## config.mk

```make
export PLATFORM = sky130hd
export DESIGN_NAME = elevator_scan_controller
export DESIGN_NICKNAME = d
export VERILOG_FILES = /design/src/rtl/elevator_scan_controller.sv
export SDC_FILE = /design/constraint.sdc
export NUM_CORES = 1
export LEC_CHECK = 0
export ABC_AREA = 0
export BUFFER_PORTS_ARGS = -buffer_cell sky130_fd_sc_hd__buf_2
export CORE_MARGIN = 2
export CORE_UTILIZATION = 54
export CTS_CLUSTER_DIAMETER = 200
export CTS_CLUSTER_SIZE = 24
export DETAILED_ROUTE_END_ITERATION = 8
export PLACE_DENSITY = 0.77
export SLEW_MARGIN = 20
export SYNTH_ARGS = -nofsm -noshare
export SYNTH_HDL_FRONTEND = slang
export SYNTH_SLANG_ARGS = --single-unit
```

## constraint.sdc

```tcl
create_clock -name clk -period 2.8 [get_ports clk]
set_input_delay 0.42 -clock clk [delete_from_list [all_inputs] [get_ports clk]]
set_output_delay 0.42 -clock clk [all_outputs]
set_load 0.1 [all_outputs]
```

## src/rtl/elevator_scan_controller.sv

```systemverilog
// Elevator car controller: latches per-floor calls and serves them with a SCAN
// policy, moving one floor every TRAVEL_CYCLES clocks and holding the door DOOR_CYCLES.
module elevator_scan_controller #(
  parameter int NUM_FLOORS    = 8,
  parameter int TRAVEL_CYCLES = 4,
  parameter int DOOR_CYCLES   = 8,
  localparam int FLOOR_W      = (NUM_FLOORS > 1) ? $clog2(NUM_FLOORS) : 1
) (
  input  logic                  clk,
  input  logic                  reset_n,
  input  logic [NUM_FLOORS-1:0] call_req,
  output logic [FLOOR_W-1:0]    current_floor,
  output logic                  moving,
  output logic                  dir_up,
  output logic                  door_open,
  output logic                  arrive,
  output logic [NUM_FLOORS-1:0] pending
);

  localparam int TW = (TRAVEL_CYCLES > 1) ? $clog2(TRAVEL_CYCLES) : 1;
  localparam int DW = (DOOR_CYCLES > 1) ? $clog2(DOOR_CYCLES) : 1;
  localparam logic [TW-1:0]      TRAVEL_LAST = TW'(TRAVEL_CYCLES - 1);
  localparam logic [DW-1:0]      DOOR_LAST   = DW'(DOOR_CYCLES - 1);
  localparam logic [FLOOR_W-1:0] TOP_FLOOR   = FLOOR_W'(NUM_FLOORS - 1);

  typedef enum logic [1:0] {
    IDLE      = 2'd0,
    MOVE_UP   = 2'd1,
    MOVE_DOWN = 2'd2,
    DOOR_OPEN = 2'd3
  } state_e;

  state_e                state_q, state_d;
  logic [FLOOR_W-1:0]    floor_q, floor_d;
  logic                  dir_up_q, dir_up_d;
  logic [NUM_FLOORS-1:0] pending_q, pending_d;
  logic [TW-1:0]         travel_q, travel_d;
  logic [DW-1:0]         door_q, door_d;
  logic                  arrive_q, arrive_d;

  logic [FLOOR_W-1:0]    nxt_floor_s;
  logic [NUM_FLOORS-1:0] above_cur_s, below_cur_s, above_nxt_s, below_nxt_s;
  logic                  edge_ok_s;

  // Outstanding calls above/below the car now and at the floor it is about to reach.
  always_comb begin
    above_cur_s = '0;
    below_cur_s = '0;
    above_nxt_s = '0;
    below_nxt_s = '0;
    if (state_q == MOVE_UP) begin
      nxt_floor_s = floor_q + FLOOR_W'(1);
      edge_ok_s   = (floor_q != TOP_FLOOR);
    end else if (state_q == MOVE_DOWN) begin
      nxt_floor_s = floor_q - FLOOR_W'(1);
      edge_ok_s   = (floor_q != {FLOOR_W{1'b0}});
    end else begin
      nxt_floor_s = floor_q;
      edge_ok_s   = 1'b0;
    end
    for (int i = 0; i < NUM_FLOORS; i++) begin
      above_cur_s[i] = pending_q[i] && (FLOOR_W'(i) > floor_q);
      below_cur_s[i] = pending_q[i] && (FLOOR_W'(i) < floor_q);
      above_nxt_s[i] = pending_q[i] && (FLOOR_W'(i) > nxt_floor_s);
      below_nxt_s[i] = pending_q[i] && (FLOOR_W'(i) < nxt_floor_s);
    end
  end

  // Next-state logic: SCAN decision in IDLE, floor stepping, door timing.
  always_comb begin
    state_d   = state_q;
    floor_d   = floor_q;
    dir_up_d  = dir_up_q;
    travel_d  = travel_q;
    door_d    = door_q;
    arrive_d  = 1'b0;
    pending_d = pending_q | call_req;
    case (state_q)
      IDLE: begin
        if (pending_q[floor_q]) begin
          state_d            = DOOR_OPEN;
          door_d             = '0;
          arrive_d           = 1'b1;
          pending_d[floor_q] = 1'b0;
        end else if (dir_up_q && (|above_cur_s)) begin
          state_d  = MOVE_UP;
          travel_d = '0;
        end else if (dir_up_q && (|below_cur_s)) begin
          state_d  = MOVE_DOWN;
          dir_up_d = 1'b0;
          travel_d = '0;
        end else if (!dir_up_q && (|below_cur_s)) begin
          state_d  = MOVE_DOWN;
          travel_d = '0;
        end else if (!dir_up_q && (|above_cur_s)) begin
          state_d  = MOVE_UP;
          dir_up_d = 1'b1;
          travel_d = '0;
        end else begin
          state_d = IDLE;
        end
      end
      MOVE_UP, MOVE_DOWN: begin
        if (travel_q != TRAVEL_LAST) begin
          travel_d = travel_q + TW'(1);
        end else begin
          travel_d = '0;
          // The end-floor guard keeps the car in range even if the pending view is stale.
          if (edge_ok_s) begin
            floor_d = nxt_floor_s;
            if (pending_q[nxt_floor_s] || call_req[nxt_floor_s]) begin
              state_d                = DOOR_OPEN;
              door_d                 = '0;
              arrive_d               = 1'b1;
              pending_d[nxt_floor_s] = 1'b0;
            end else if ((state_q == MOVE_UP) ? (|above_nxt_s) : (|below_nxt_s)) begin
              state_d = state_q;
            end else begin
              state_d = IDLE;
            end
          end else begin
            state_d = IDLE;
          end
        end
      end
      DOOR_OPEN: begin
        // A call at the open floor keeps the door open instead of queuing a revisit.
        pending_d[floor_q] = pending_q[floor_q];
        if (call_req[floor_q]) begin
          door_d = '0;
        end else if (door_q == DOOR_LAST) begin
          state_d = IDLE;
          door_d  = '0;
        end else begin
          door_d = door_q + DW'(1);
        end
      end
      default: begin
        state_d = IDLE;
      end
    endcase
  end

  // State registers with synchronous active-low reset.
  always_ff @(posedge clk) begin
    if (!reset_n) begin
      state_q   <= IDLE;
      floor_q   <= '0;
      dir_up_q  <= 1'b1;
      pending_q <= '0;
      travel_q  <= '0;
      door_q    <= '0;
      arrive_q  <= 1'b0;
    end else begin
      state_q   <= state_d;
      floor_q   <= floor_d;
      dir_up_q  <= dir_up_d;
      pending_q <= pending_d;
      travel_q  <= travel_d;
      door_q    <= door_d;
      arrive_q  <= arrive_d;
    end
  end

  assign current_floor = floor_q;
  assign dir_up        = dir_up_q;
  assign pending       = pending_q;
  assign arrive        = arrive_q;
  assign moving        = (state_q == MOVE_UP) || (state_q == MOVE_DOWN);
  assign door_open     = (state_q == DOOR_OPEN);

endmodule

```

==> summary.md <==
| Metric | Value |
|---|---|
| Routed WL | `6658 um` |
| CP Data Required Time | `2950 ps` |
| Avg Cell Area, Syn | `7.617 um^2` |
| Commonest non-fill, non-tap cell in the layout | `nand2_1` |
| I/O Pins | `25` |
| Top routing layer in use | `met4` |
| CTS Buf Count | `3` |
| Power Dens Cells | `1121 nW/um^2` |
| Async set or reset register ratio after synthesis | `0` |
| Total Neg Setup Slack | `0 ps` |
| Clk root buf | `clkbuf_8` |
| LEAKAGE | `0.9852 nW` |
| # Max-Cap Violations | `0` |
| Core Area | `4000 um^2` |
| Met3 wire len | `575 um` |
| Initial antenna violation count | `0` |
| Number of port buffers | `24` |
| # rows | `23` |
| DIE AREA | `4694 um^2` |
| CP arrival | `2750 ps` |
| Peak supply drop | `0.0007122 V` |
| Unique masters post-synth | `70` |
| Hold_sp | `reset_n` |
| Status | `complete, no violations` |
| Setup ws final | `200.2 ps` |
| Worst hold path type | `primary input to flip-flop` |
| Worst slew margin | `0.6339` |
| Crit path time final | `2600 ps` |
| Post-Synthesis Cell Area | `2247 um^2` |
| GPL Wtd Cong | `1.012` |
| Initial Utilization | `0.5618` |
| CTS sink count | `20` |
| Pre-CTS setup slack | `95.08 ps` |
| Crit Path Category | `flip-flop to flip-flop` |
| Endpoints failing setup | `0` |
| Ant diodes | `0` |
| Slew Limit Fails | `0` |
| DR WL met2 | `3048 um` |
| Unrepaired setup endpoints after global routing | `no` |
| Syn_nets | `319` |
| Largest net degree at the start of global routing | `20` |
| Syn Inst Count | `295` |
| Syn-to-layout area delta | `11.64%` |
| CP Launch Type | `flip-flop` |
| Layout cells sized above 1 | `0.2219` |
| Gr ovfl total | `0` |
| RR Startpoint | `state_q[0]` |
| Die height | `68.51 um` |
| Final Hold Viols | `0` |
| Max clock buf depth | `2` |
| Clk_skew | `12.73 ps` |
| Hold Buf Count CTS | `0` |
| Worst-Margin Slew | `548.1 ps` |
| Iteration-0 DRC count of the detailed router | `245` |
| Prevailing post-synth register cell | `dfxtp_1` |
| GRT Total Usage | `0.3071` |
| Drt wl/cell | `18.44 um` |
| Met1 WL | `2838 um` |
| Vias in the first global route | `2124` |
| Synth warn | `0` |
| Clk Latency, worst-skew pair | `270 ps` |
| Commonest cells after routing, fill and taps aside | `nand2_1 (29), nor2_1 (28), a21oi_1 (24), buf_2 (24), dfxtp_1 (18)` |
| CP Max Fanout | `10` |
| Max Freq | `384.6 MHz` |
| Routed Antenna Nets | `0` |
| Vias per cell | `6.784` |
| Post-CTS setup buffers | `0` |
| Synth Register Bits | `20` |
| Post-CTS Resized | `0` |
| Post-synth EDFFs | `0` |
| H-tree levels | `1` |
| Nets | `336` |
| Seq/Total Area, Yosys | `0.1782` |
| Pre-antenna DRT Iters | `5` |
| Final Cycle Share | `0.9285` |
| CTS tree | `done` |
| Clk slew on worst S/H paths | `90 ps` |
| DR DRC count | `0` |
| Die X | `68.51 um` |
| Crit path from | `state_q[0]` |
| First-pass GRT wire length | `10690 um` |
| Vias after detailed routing | `2449` |
| Element type at the critical path end | `flip-flop` |
| Post-DP HPWL | `5056 um` |
area by class of cell:
type,instances,area (um^2)
tap,50,62.56
fill,376,1491
timing repair buffer,35,202.7
sequential,20,407.9
clock buffer,4,66.31
inverter,15,60.06
multi-input combinational,237,1709
registers in the layout, summed over array words and instances, names as in the netlist:
signal,count
current_floor,3
travel_q,2
door_q,3
state_q,2
pending,8
arrive,1
dir_up,1
metrics by stage:
step / hold WS, ps / cell area [um^2] / utilization / total power [mW] / instances
final: 445.3 / 2509 / 0.6272 / 2.813 / 361
after global routing: 448.6 / 2509 / 0.6272 / 2.996 / 361
after CTS: 438.1 / 2496 / 0.6240 / 2.762 / 361
after detailed placement: 460.7 / 2430 / 0.6074 / 2.489 / 357
after global placement: 446.8 / 2430 / 0.6074 / 2.477 / 357
after floorplan: 438.5 / 2286 / - / 2.096 / 295
per-layer routing:
metal	vias to the layer above	global-route usage
li1	1137	-
met2	125	0.4868
met3	26	0.06656
met4	0	0.09750
met5	-	0
met1	1161	0.4135
synth_stat cells, drive strengths merged (8+ instances only):
| cell type | count | area, um^2 |
|---|---|---|
| clkbuf | 15 | 56.30 |
| ha | 14 | 175.2 |
| o21ai | 15 | 75.07 |
| nor2 | 29 | 111.4 |
| nand2 | 29 | 108.9 |
| inv | 14 | 52.55 |
| o22ai | 11 | 68.82 |
| nor3 | 11 | 55.05 |
| a21oi | 24 | 120.1 |
| buf | 8 | 55.05 |
| mux2i | 8 | 92.59 |
| dfxtp | 20 | 400.4 |
power breakdown:
| part | switching [mW] | total, mW | leakage, nW | internal, mW |
|---|---|---|---|---|
| combinational | 1.38 | 2.06 | 0.786 | 0.672 |
| clock | 0.108 | 0.263 | 0.0339 | 0.155 |
| sequential | 0.138 | 0.494 | 0.165 | 0.356 |
| total | 1.63 | 2.81 | 0.985 | 1.18 |
cell families after synthesis:
family	Yosys count	synth area share
buf+inv	38	0.07461
simple gates	104	0.2361
flops	20	0.1782
mux	11	0.07294
xor+xnor	2	0.007797
fa+ha+maj	14	0.07795
compound gates	106	0.3525
final timing paths:
path         cells past startpoint  slack [ps]          to
max                              9         200  pending[3]
min reg2reg                      2         470   door_q[1]
min                              2         450      dir_up
max reg2reg                      9         200  pending[3]
critical path: stages, from the launching register on:
cell and delay [ps]:
dfxtp_1 390, inv_1 80, ha_1 310, and2_4 210, o31ai_4 390, nor3_1 140
o311ai_4 350, nand3_4 170, o311ai_1 310, a211oi_1 120
No activity file was read; power rests on OpenSTA's default activity.
